$ cat src/rtl/i2c_master_arbiter_if.sv
// Bundle of requester-side and i2c_master-side signals for the arbiter.
// Port summary: req_* / rsp_* face the NUM_REQ requesters, m_* face one i2c_master.
// Modport master = arbiter view, modport slave = environment (requesters + i2c_master).
interface i2c_master_arbiter_if #(
  parameter int NUM_REQ = 4
);
  // requester side
  logic [NUM_REQ-1:0]    req_valid;
  logic [NUM_REQ-1:0]    req_we;
  logic [7*NUM_REQ-1:0]  req_chip_addr;
  logic [8*NUM_REQ-1:0]  req_reg_addr;
  logic [16*NUM_REQ-1:0] req_data;
  logic [NUM_REQ-1:0]    req_ack;
  logic [NUM_REQ-1:0]    rsp_done;
  logic [15:0]           rsp_data;
  logic [4:0]            rsp_status;
  logic                  rsp_nostart;
  // i2c_master command port
  logic [6:0]            m_chip_addr;
  logic [7:0]            m_reg_addr;
  logic [15:0]           m_datai;
  logic                  m_we;
  logic                  m_re;
  logic                  m_busy;
  logic [4:0]            m_status;
  logic [15:0]           m_datao;

  modport master (
    input  req_valid, req_we, req_chip_addr, req_reg_addr, req_data,
    input  m_busy, m_status, m_datao,
    output req_ack, rsp_done, rsp_data, rsp_status, rsp_nostart,
    output m_chip_addr, m_reg_addr, m_datai, m_we, m_re
  );

  modport slave (
    output req_valid, req_we, req_chip_addr, req_reg_addr, req_data,
    output m_busy, m_status, m_datao,
    input  req_ack, rsp_done, rsp_data, rsp_status, rsp_nostart,
    input  m_chip_addr, m_reg_addr, m_datai, m_we, m_re
  );
endinterface

$ cat src/rtl/i2c_master_arbiter.sv
// Round-robin arbiter/sequencer sharing one i2c_master command port among NUM_REQ requesters.
// Latency: req_ack + strobe 1 cycle after grant; rsp_done 1 cycle after master busy is seen low
//   (START_WAIT+2 cycles after req_ack if busy never rises); all outputs registered.
// Backpressure: requesters hold req_valid until req_ack; no grant while a transaction is
//   in flight or while m_busy is high.
// Ports: clk, reset_n (async active-low), bus (i2c_master_arbiter_if.master).
module i2c_master_arbiter #(
  parameter int NUM_REQ    = 4,
  parameter int START_WAIT = 4
) (
  input  logic                 clk,
  input  logic                 reset_n,
  i2c_master_arbiter_if.master bus
);

  localparam int IDX_W = (NUM_REQ > 1) ? $clog2(NUM_REQ) : 1;
  localparam int CNT_W = $clog2(START_WAIT + 1);

  typedef enum logic [2:0] {
    IDLE,
    ISSUE,
    WAIT_START,
    WAIT_DONE,
    RESPOND
  } state_t;

  state_t             state_q;
  logic [IDX_W-1:0]   owner_q;
  logic [IDX_W-1:0]   last_grant_q;
  logic [CNT_W-1:0]   start_cnt_q;
  logic               nostart_q;

  logic [NUM_REQ-1:0] req_ack_q;
  logic [NUM_REQ-1:0] rsp_done_q;
  logic [15:0]        rsp_data_q;
  logic [4:0]         rsp_status_q;
  logic               rsp_nostart_q;
  logic [6:0]         m_chip_addr_q;
  logic [7:0]         m_reg_addr_q;
  logic [15:0]        m_datai_q;
  logic               m_we_q;
  logic               m_re_q;

  // Round-robin search: first pending index strictly after last_grant, wrapping.
  logic               grant_vld;
  logic [IDX_W-1:0]   grant_idx;

  always_comb begin : rr_search
    int               idx;
    logic [IDX_W-1:0] sel;
    grant_vld = 1'b0;
    grant_idx = '0;
    idx       = 0;
    sel       = '0;
    for (int k = 1; k <= NUM_REQ; k++) begin
      idx = int'(last_grant_q) + k;
      if (idx >= NUM_REQ) idx = idx - NUM_REQ;
      sel = IDX_W'(idx);
      if (!grant_vld && bus.req_valid[sel]) begin
        grant_vld = 1'b1;
        grant_idx = sel;
      end
    end
  end

  always_ff @(posedge clk or negedge reset_n) begin
    if (!reset_n) begin
      state_q       <= IDLE;
      owner_q       <= '0;
      last_grant_q  <= IDX_W'(NUM_REQ - 1);
      start_cnt_q   <= '0;
      nostart_q     <= 1'b0;
      req_ack_q     <= '0;
      rsp_done_q    <= '0;
      rsp_data_q    <= '0;
      rsp_status_q  <= '0;
      rsp_nostart_q <= 1'b0;
      m_chip_addr_q <= '0;
      m_reg_addr_q  <= '0;
      m_datai_q     <= '0;
      m_we_q        <= 1'b0;
      m_re_q        <= 1'b0;
    end else begin
      // both pulses are single-cycle unless re-set below
      req_ack_q  <= '0;
      rsp_done_q <= '0;
      case (state_q)
        IDLE: begin
          // a master still busy from before a reset must finish first
          if (grant_vld && !bus.m_busy) begin
            m_chip_addr_q        <= bus.req_chip_addr[7*int'(grant_idx) +: 7];
            m_reg_addr_q         <= bus.req_reg_addr[8*int'(grant_idx) +: 8];
            m_datai_q            <= bus.req_data[16*int'(grant_idx) +: 16];
            m_we_q               <= bus.req_we[grant_idx];
            m_re_q               <= !bus.req_we[grant_idx];
            req_ack_q[grant_idx] <= 1'b1;
            owner_q              <= grant_idx;
            last_grant_q         <= grant_idx;
            state_q              <= ISSUE;
          end
        end
        ISSUE: begin
          m_we_q      <= 1'b0;
          m_re_q      <= 1'b0;
          start_cnt_q <= '0;
          state_q     <= WAIT_START;
        end
        WAIT_START: begin
          if (bus.m_busy) begin
            state_q <= WAIT_DONE;
          end else begin
            start_cnt_q <= start_cnt_q + 1'b1;
            if (start_cnt_q == CNT_W'(START_WAIT - 1)) begin
              nostart_q <= 1'b1;
              state_q   <= RESPOND;
            end
          end
        end
        WAIT_DONE: begin
          if (!bus.m_busy) state_q <= RESPOND;
        end
        RESPOND: begin
          rsp_data_q          <= bus.m_datao;
          rsp_status_q        <= bus.m_status;
          rsp_nostart_q       <= nostart_q;
          rsp_done_q[owner_q] <= 1'b1;
          nostart_q           <= 1'b0;
          state_q             <= IDLE;
        end
        default: state_q <= IDLE;
      endcase
    end
  end

  assign bus.req_ack     = req_ack_q;
  assign bus.rsp_done    = rsp_done_q;
  assign bus.rsp_data    = rsp_data_q;
  assign bus.rsp_status  = rsp_status_q;
  assign bus.rsp_nostart = rsp_nostart_q;
  assign bus.m_chip_addr = m_chip_addr_q;
  assign bus.m_reg_addr  = m_reg_addr_q;
  assign bus.m_datai     = m_datai_q;
  assign bus.m_we        = m_we_q;
  assign bus.m_re        = m_re_q;

endmodule

$ cat src/flat_wrapper.sv
// flat-port wrapper written by rule: the top's interface ports become plain ports
module i2c_master_arbiter_flat 
#(
  parameter int NUM_REQ    = 4,
  parameter int START_WAIT = 4
)
  (clk, reset_n, bus_req_valid, bus_req_we, bus_req_chip_addr, bus_req_reg_addr, bus_req_data, bus_m_busy, bus_m_status, bus_m_datao, bus_req_ack, bus_rsp_done, bus_rsp_data, bus_rsp_status, bus_rsp_nostart, bus_m_chip_addr, bus_m_reg_addr, bus_m_datai, bus_m_we, bus_m_re);
  i2c_master_arbiter_if #(.NUM_REQ(NUM_REQ)) bus_i ();
  input  logic clk;
  input  logic reset_n;
  input wire logic [$bits(bus_i.req_valid)-1:0] bus_req_valid;
  input wire logic [$bits(bus_i.req_we)-1:0] bus_req_we;
  input wire logic [$bits(bus_i.req_chip_addr)-1:0] bus_req_chip_addr;
  input wire logic [$bits(bus_i.req_reg_addr)-1:0] bus_req_reg_addr;
  input wire logic [$bits(bus_i.req_data)-1:0] bus_req_data;
  input wire logic [$bits(bus_i.m_busy)-1:0] bus_m_busy;
  input wire logic [$bits(bus_i.m_status)-1:0] bus_m_status;
  input wire logic [$bits(bus_i.m_datao)-1:0] bus_m_datao;
  output wire logic [$bits(bus_i.req_ack)-1:0] bus_req_ack;
  output wire logic [$bits(bus_i.rsp_done)-1:0] bus_rsp_done;
  output wire logic [$bits(bus_i.rsp_data)-1:0] bus_rsp_data;
  output wire logic [$bits(bus_i.rsp_status)-1:0] bus_rsp_status;
  output wire logic [$bits(bus_i.rsp_nostart)-1:0] bus_rsp_nostart;
  output wire logic [$bits(bus_i.m_chip_addr)-1:0] bus_m_chip_addr;
  output wire logic [$bits(bus_i.m_reg_addr)-1:0] bus_m_reg_addr;
  output wire logic [$bits(bus_i.m_datai)-1:0] bus_m_datai;
  output wire logic [$bits(bus_i.m_we)-1:0] bus_m_we;
  output wire logic [$bits(bus_i.m_re)-1:0] bus_m_re;
  assign bus_i.req_valid = bus_req_valid;
  assign bus_i.req_we = bus_req_we;
  assign bus_i.req_chip_addr = bus_req_chip_addr;
  assign bus_i.req_reg_addr = bus_req_reg_addr;
  assign bus_i.req_data = bus_req_data;
  assign bus_i.m_busy = bus_m_busy;
  assign bus_i.m_status = bus_m_status;
  assign bus_i.m_datao = bus_m_datao;
  assign bus_req_ack = bus_i.req_ack;
  assign bus_rsp_done = bus_i.rsp_done;
  assign bus_rsp_data = bus_i.rsp_data;
  assign bus_rsp_status = bus_i.rsp_status;
  assign bus_rsp_nostart = bus_i.rsp_nostart;
  assign bus_m_chip_addr = bus_i.m_chip_addr;
  assign bus_m_reg_addr = bus_i.m_reg_addr;
  assign bus_m_datai = bus_i.m_datai;
  assign bus_m_we = bus_i.m_we;
  assign bus_m_re = bus_i.m_re;
  i2c_master_arbiter #(.NUM_REQ(NUM_REQ), .START_WAIT(START_WAIT)) u_core (.clk(clk), .reset_n(reset_n), .bus(bus_i));
endmodule
$ cat config.mk
export PLATFORM = sky130hd
export DESIGN_NAME = i2c_master_arbiter_flat
export DESIGN_NICKNAME = d
export VERILOG_FILES = /design/src/rtl/i2c_master_arbiter_if.sv /design/src/rtl/i2c_master_arbiter.sv /design/src/flat_wrapper.sv
export SDC_FILE = /design/constraint.sdc
export NUM_CORES = 1
export LEC_CHECK = 0
export ABC_AREA = 1
export BUFFER_PORTS_ARGS = -buffer_cell sky130_fd_sc_hd__buf_2
export CORE_ASPECT_RATIO = 0.6
export CORE_MARGIN = 1.5
export CORE_UTILIZATION = 30
export DETAILED_ROUTE_END_ITERATION = 6
export HOLD_SLACK_MARGIN = 0.1
export PLACE_DENSITY_LB_ADDON = 0.1
export REMOVE_ABC_BUFFERS = 1
export SYNTH_ARGS = -nofsm -noshare
export SYNTH_HDL_FRONTEND = slang
export SYNTH_SLANG_ARGS = --single-unit
export TNS_END_PERCENT = 20
$ cat constraint.sdc
create_clock -name clk -period 2.6 [get_ports clk]
set_clock_uncertainty 0.2 [all_clocks]
set_input_delay 0 -clock clk [delete_from_list [all_inputs] [get_ports clk]]
set_output_delay 0 -clock clk [all_outputs]
set_load 0.01 [all_outputs]
==> impl_metrics.ini <==
[run_status]
status = completed

[timing]
relSlewSlack_pct = 34.4
slew_violations = 0
period_share_pct = 92.2
rsz0062_at_grt = false
tns_ps = 0
tightest_slew_ps = 983
period_minus_slack_ps = 2400
finalHoldViolations = 0
setup_violations = 0
fmax_mhz = 417
fin_hold_ws_ps = 161

[worst_setup_path]
crit_top_cell = nand2_1
worstPathArrival_ps = 2420
critPathRequiredTime_ps = 2620
r2r_cells = 13
regToRegSetupSlack_ps = 200
critPathBufInv = 2
reg2reg_from = u_core.last_grant_q[0]
crit_type = flop to flop
worstPathMaxFanout = 37
reg2reg_to = u_core.bus.m_datai[3]
cp_cell_sequence = inv_4, nand2_1, nand2_1, nand2_1, nand2_1, nand2_2, nand2_1, nand2_1, nand3_4, buf_12, or2_1, nand3_1, nand3_1
startpoint = u_core.last_grant_q[0]
path_delay_family = simple AND/OR/NAND/NOR gates
crit_path_start_kind = flop
endpoint_kind = flop
slowest_delay_ps = 650
cp_slowest_cell = dfstp_2

[logic_synthesis]
yosysSeqAreaShare_pct = 40.6
synth_edf_count = 0
ys_warn_count = 0
synth_most_common_cell = nand2_1
postSynthAreaPerCell_um2 = 6.77
synth_top_cell_by_area = dfrtp_1
postSynth.asyncResetShare_pct = 100
syn_area_um2 = 4570
synth.top_cells.by_area = dfrtp_1 (39%), nand2_1 (21%), nand3_1 (12%), inv_1 (9.5%), o211ai_1 (2.3%)
synth_ff_type = dfrtp_1
synth_cells = 675
ys_types = 28
synth_common_cells = nand2_1 (259), inv_1 (116), nand3_1 (111)
ys_ff_latch = 74
synth_top_area_share_pct = 39.4

[global_route]
grt_max_degree = 75
grt_overflow = 0
grt_pass1_vias = 5709
antenna_found_initial = 0
grt.total_usage_pct = 20.8
grt_pass1_wl_mm = 26.7

[cells_and_area]
n_fill_cell = 1380
regArea_um2 = 1850
multi_input_area_um2 = 2030
layout.nets = 1197
syn_to_final_growth_pct = 68.1
drive_gt1_share_pct = 26.0
diodes = 0

[pwr]
powerDensity_nw_per_um2 = 1160
p_total_mw = 8.91
peakVddDrop_uv = 783
leakagePower_nw = 4.41

[drt]
drt_iter0_markers = 340
drt_wl_total_mm = 16.1
vias = 5518
ant_nets = 0
wl_per_cell_um = 12.9
via_per_inst = 4.44
drt_pass1_iterations = 5
drc_errors = 0

[clock_tree]
clkTransAtPathRegs_ps = 60
clk_path_buf_depth = 2
clock_latency_ps = 340
cts_tree = built
clock-sinks = 74
cts_made_buffers = 9
cts_root_buf = clkbuf_16
cts_htree_levels = 3

[floorplan]
fp-row-count = 34
core_area_um2 = 14700
die_w_um = 162
start_util_pct = 31.2
io_pins = 219
fp.dieH_um = 98.6
die_area_um2 = 16000

[job]
cap_violations = 0

[place]
place_congestion = 0.820
port_buffers = 218
place_hpwl_mm = 10.6

[hold_path]
hp-class = input port to asynchronous set/reset pin
==> registers in the layout (all words and copies together) (netlist names) <==
| name | flops |
|---|---|
| u_core.bus.m_datai | 16 |
| u_core.bus.rsp_data | 16 |
| u_core.bus.m_reg_addr | 8 |
| u_core.bus.m_chip_addr | 7 |
| u_core.bus.rsp_status | 5 |
| u_core.bus.req_ack | 4 |
| u_core.bus.rsp_done | 4 |
| u_core.start_cnt_q | 3 |
| u_core.state_q | 3 |
| u_core.last_grant_q | 2 |
| u_core.owner_q | 2 |
| u_core.bus.m_re | 1 |
| u_core.bus.m_we | 1 |
| u_core.bus.rsp_nostart | 1 |
| u_core.nostart_q | 1 |
==> per-stage QoR <==
stage | cell area, µm² | instances | setup slack [ps] | util [%]
after CTS | 7630 | 1236 | 130 | 52.0
after global placement | 5820 | 1069 | 197 | 39.6
after detailed placement | 5820 | 1069 | 140 | 39.6
after floorplan | 4340 | 641 | -633 | -
after global routing | 7690 | 1242 | 3.19 | 52.4
final | 7690 | 1242 | 203 | 52.4
==> area by class of cell <==
type / instances / area share, %
Sequential cell: 74 / 24.1
Clock buffer: 9 / 2.93
Timing Repair Buffer: 387 / 36.3
Inverter: 122 / 5.99
Clock inverter: 7 / 0.977
Tap cell: 198 / 3.22
Multi-Input combinational cell: 445 / 26.5
==> repair_timing <==
item,4_1_cts,5_1_grt
endpoints found under the hold margin,133,0
gates resized for setup,0,0
hold buffers,151,0
buffers inserted,0,6
endpoints found under the setup margin,0,25
==> report_power, final <==
part           switching, mW  total, mW  internal, mW  leakage (nW)
clock                  0.516       1.27         0.750         0.150
sequential             0.328       2.02          1.69         0.925
combinational           3.42       5.62          2.20          3.33
total                   4.26       8.91          4.65          4.41
==> worst max path at each step <==
stage	end	slack, ps	depth (start not counted)
floorplan	u_core.bus.m_chip_addr[0]	-630	10
global route	u_core.bus.m_reg_addr[5]	3	13
global placement	u_core.bus.m_reg_addr[7]	200	14
finish	u_core.bus.m_datai[3]	200	13
detailed placement	u_core.bus.m_datai[3]	140	13
CTS	u_core.bus.m_datai[7]	130	14
==> kinds of logic after synthesis <==
| group | share of synthesized area [%] |
|---|---|
| simple gates | 39.8 |
| buf+inv | 15.1 |
| flops | 40.6 |
| compound gates | 4.02 |
| fa+ha+maj | 0.547 |
==> placed cells by master, fill, tap and decap left out <==
cell type,synthesis,final
nand2_1,259,259
buf_2,13,217
dlygate4sd3_1,0,151
inv_1,116,116
nand3_1,111,111
dfrtp_1,72,72
buf_4,5,15
o211ai_1,14,14
or2_1,14,14
nor2_1,13,13
clkbuf_16,0,9
a21oi_1,6,6
nor3_1,5,5
inv_2,5,5
o21ai_0,5,5
buf_12,0,4
nand2_2,3,3
nor2_4,3,3
nand3_4,2,3
ha_1,2,2
clkinv_2,0,2
inv_6,0,2
clkinv_4,0,2
dfstp_2,2,2
inv_4,1,1
o21a_1,1,1
nand3_2,2,1
nor2_2,1,1
nor3b_1,1,1
a22o_1,1,1
nand3b_1,1,1
o31ai_1,1,1
bufinv_16,0,1
==> layer usage <==
metal,global-route usage [%],part of all wire [%],up-vias
met5,0,0,-
met4,6.14,1.6,0
met3,4.42,6.0,31
met2,35.3,46,206
met1,26.7,46,2494
li1,-,-,2787
Power figures use the tool's default switching activity.
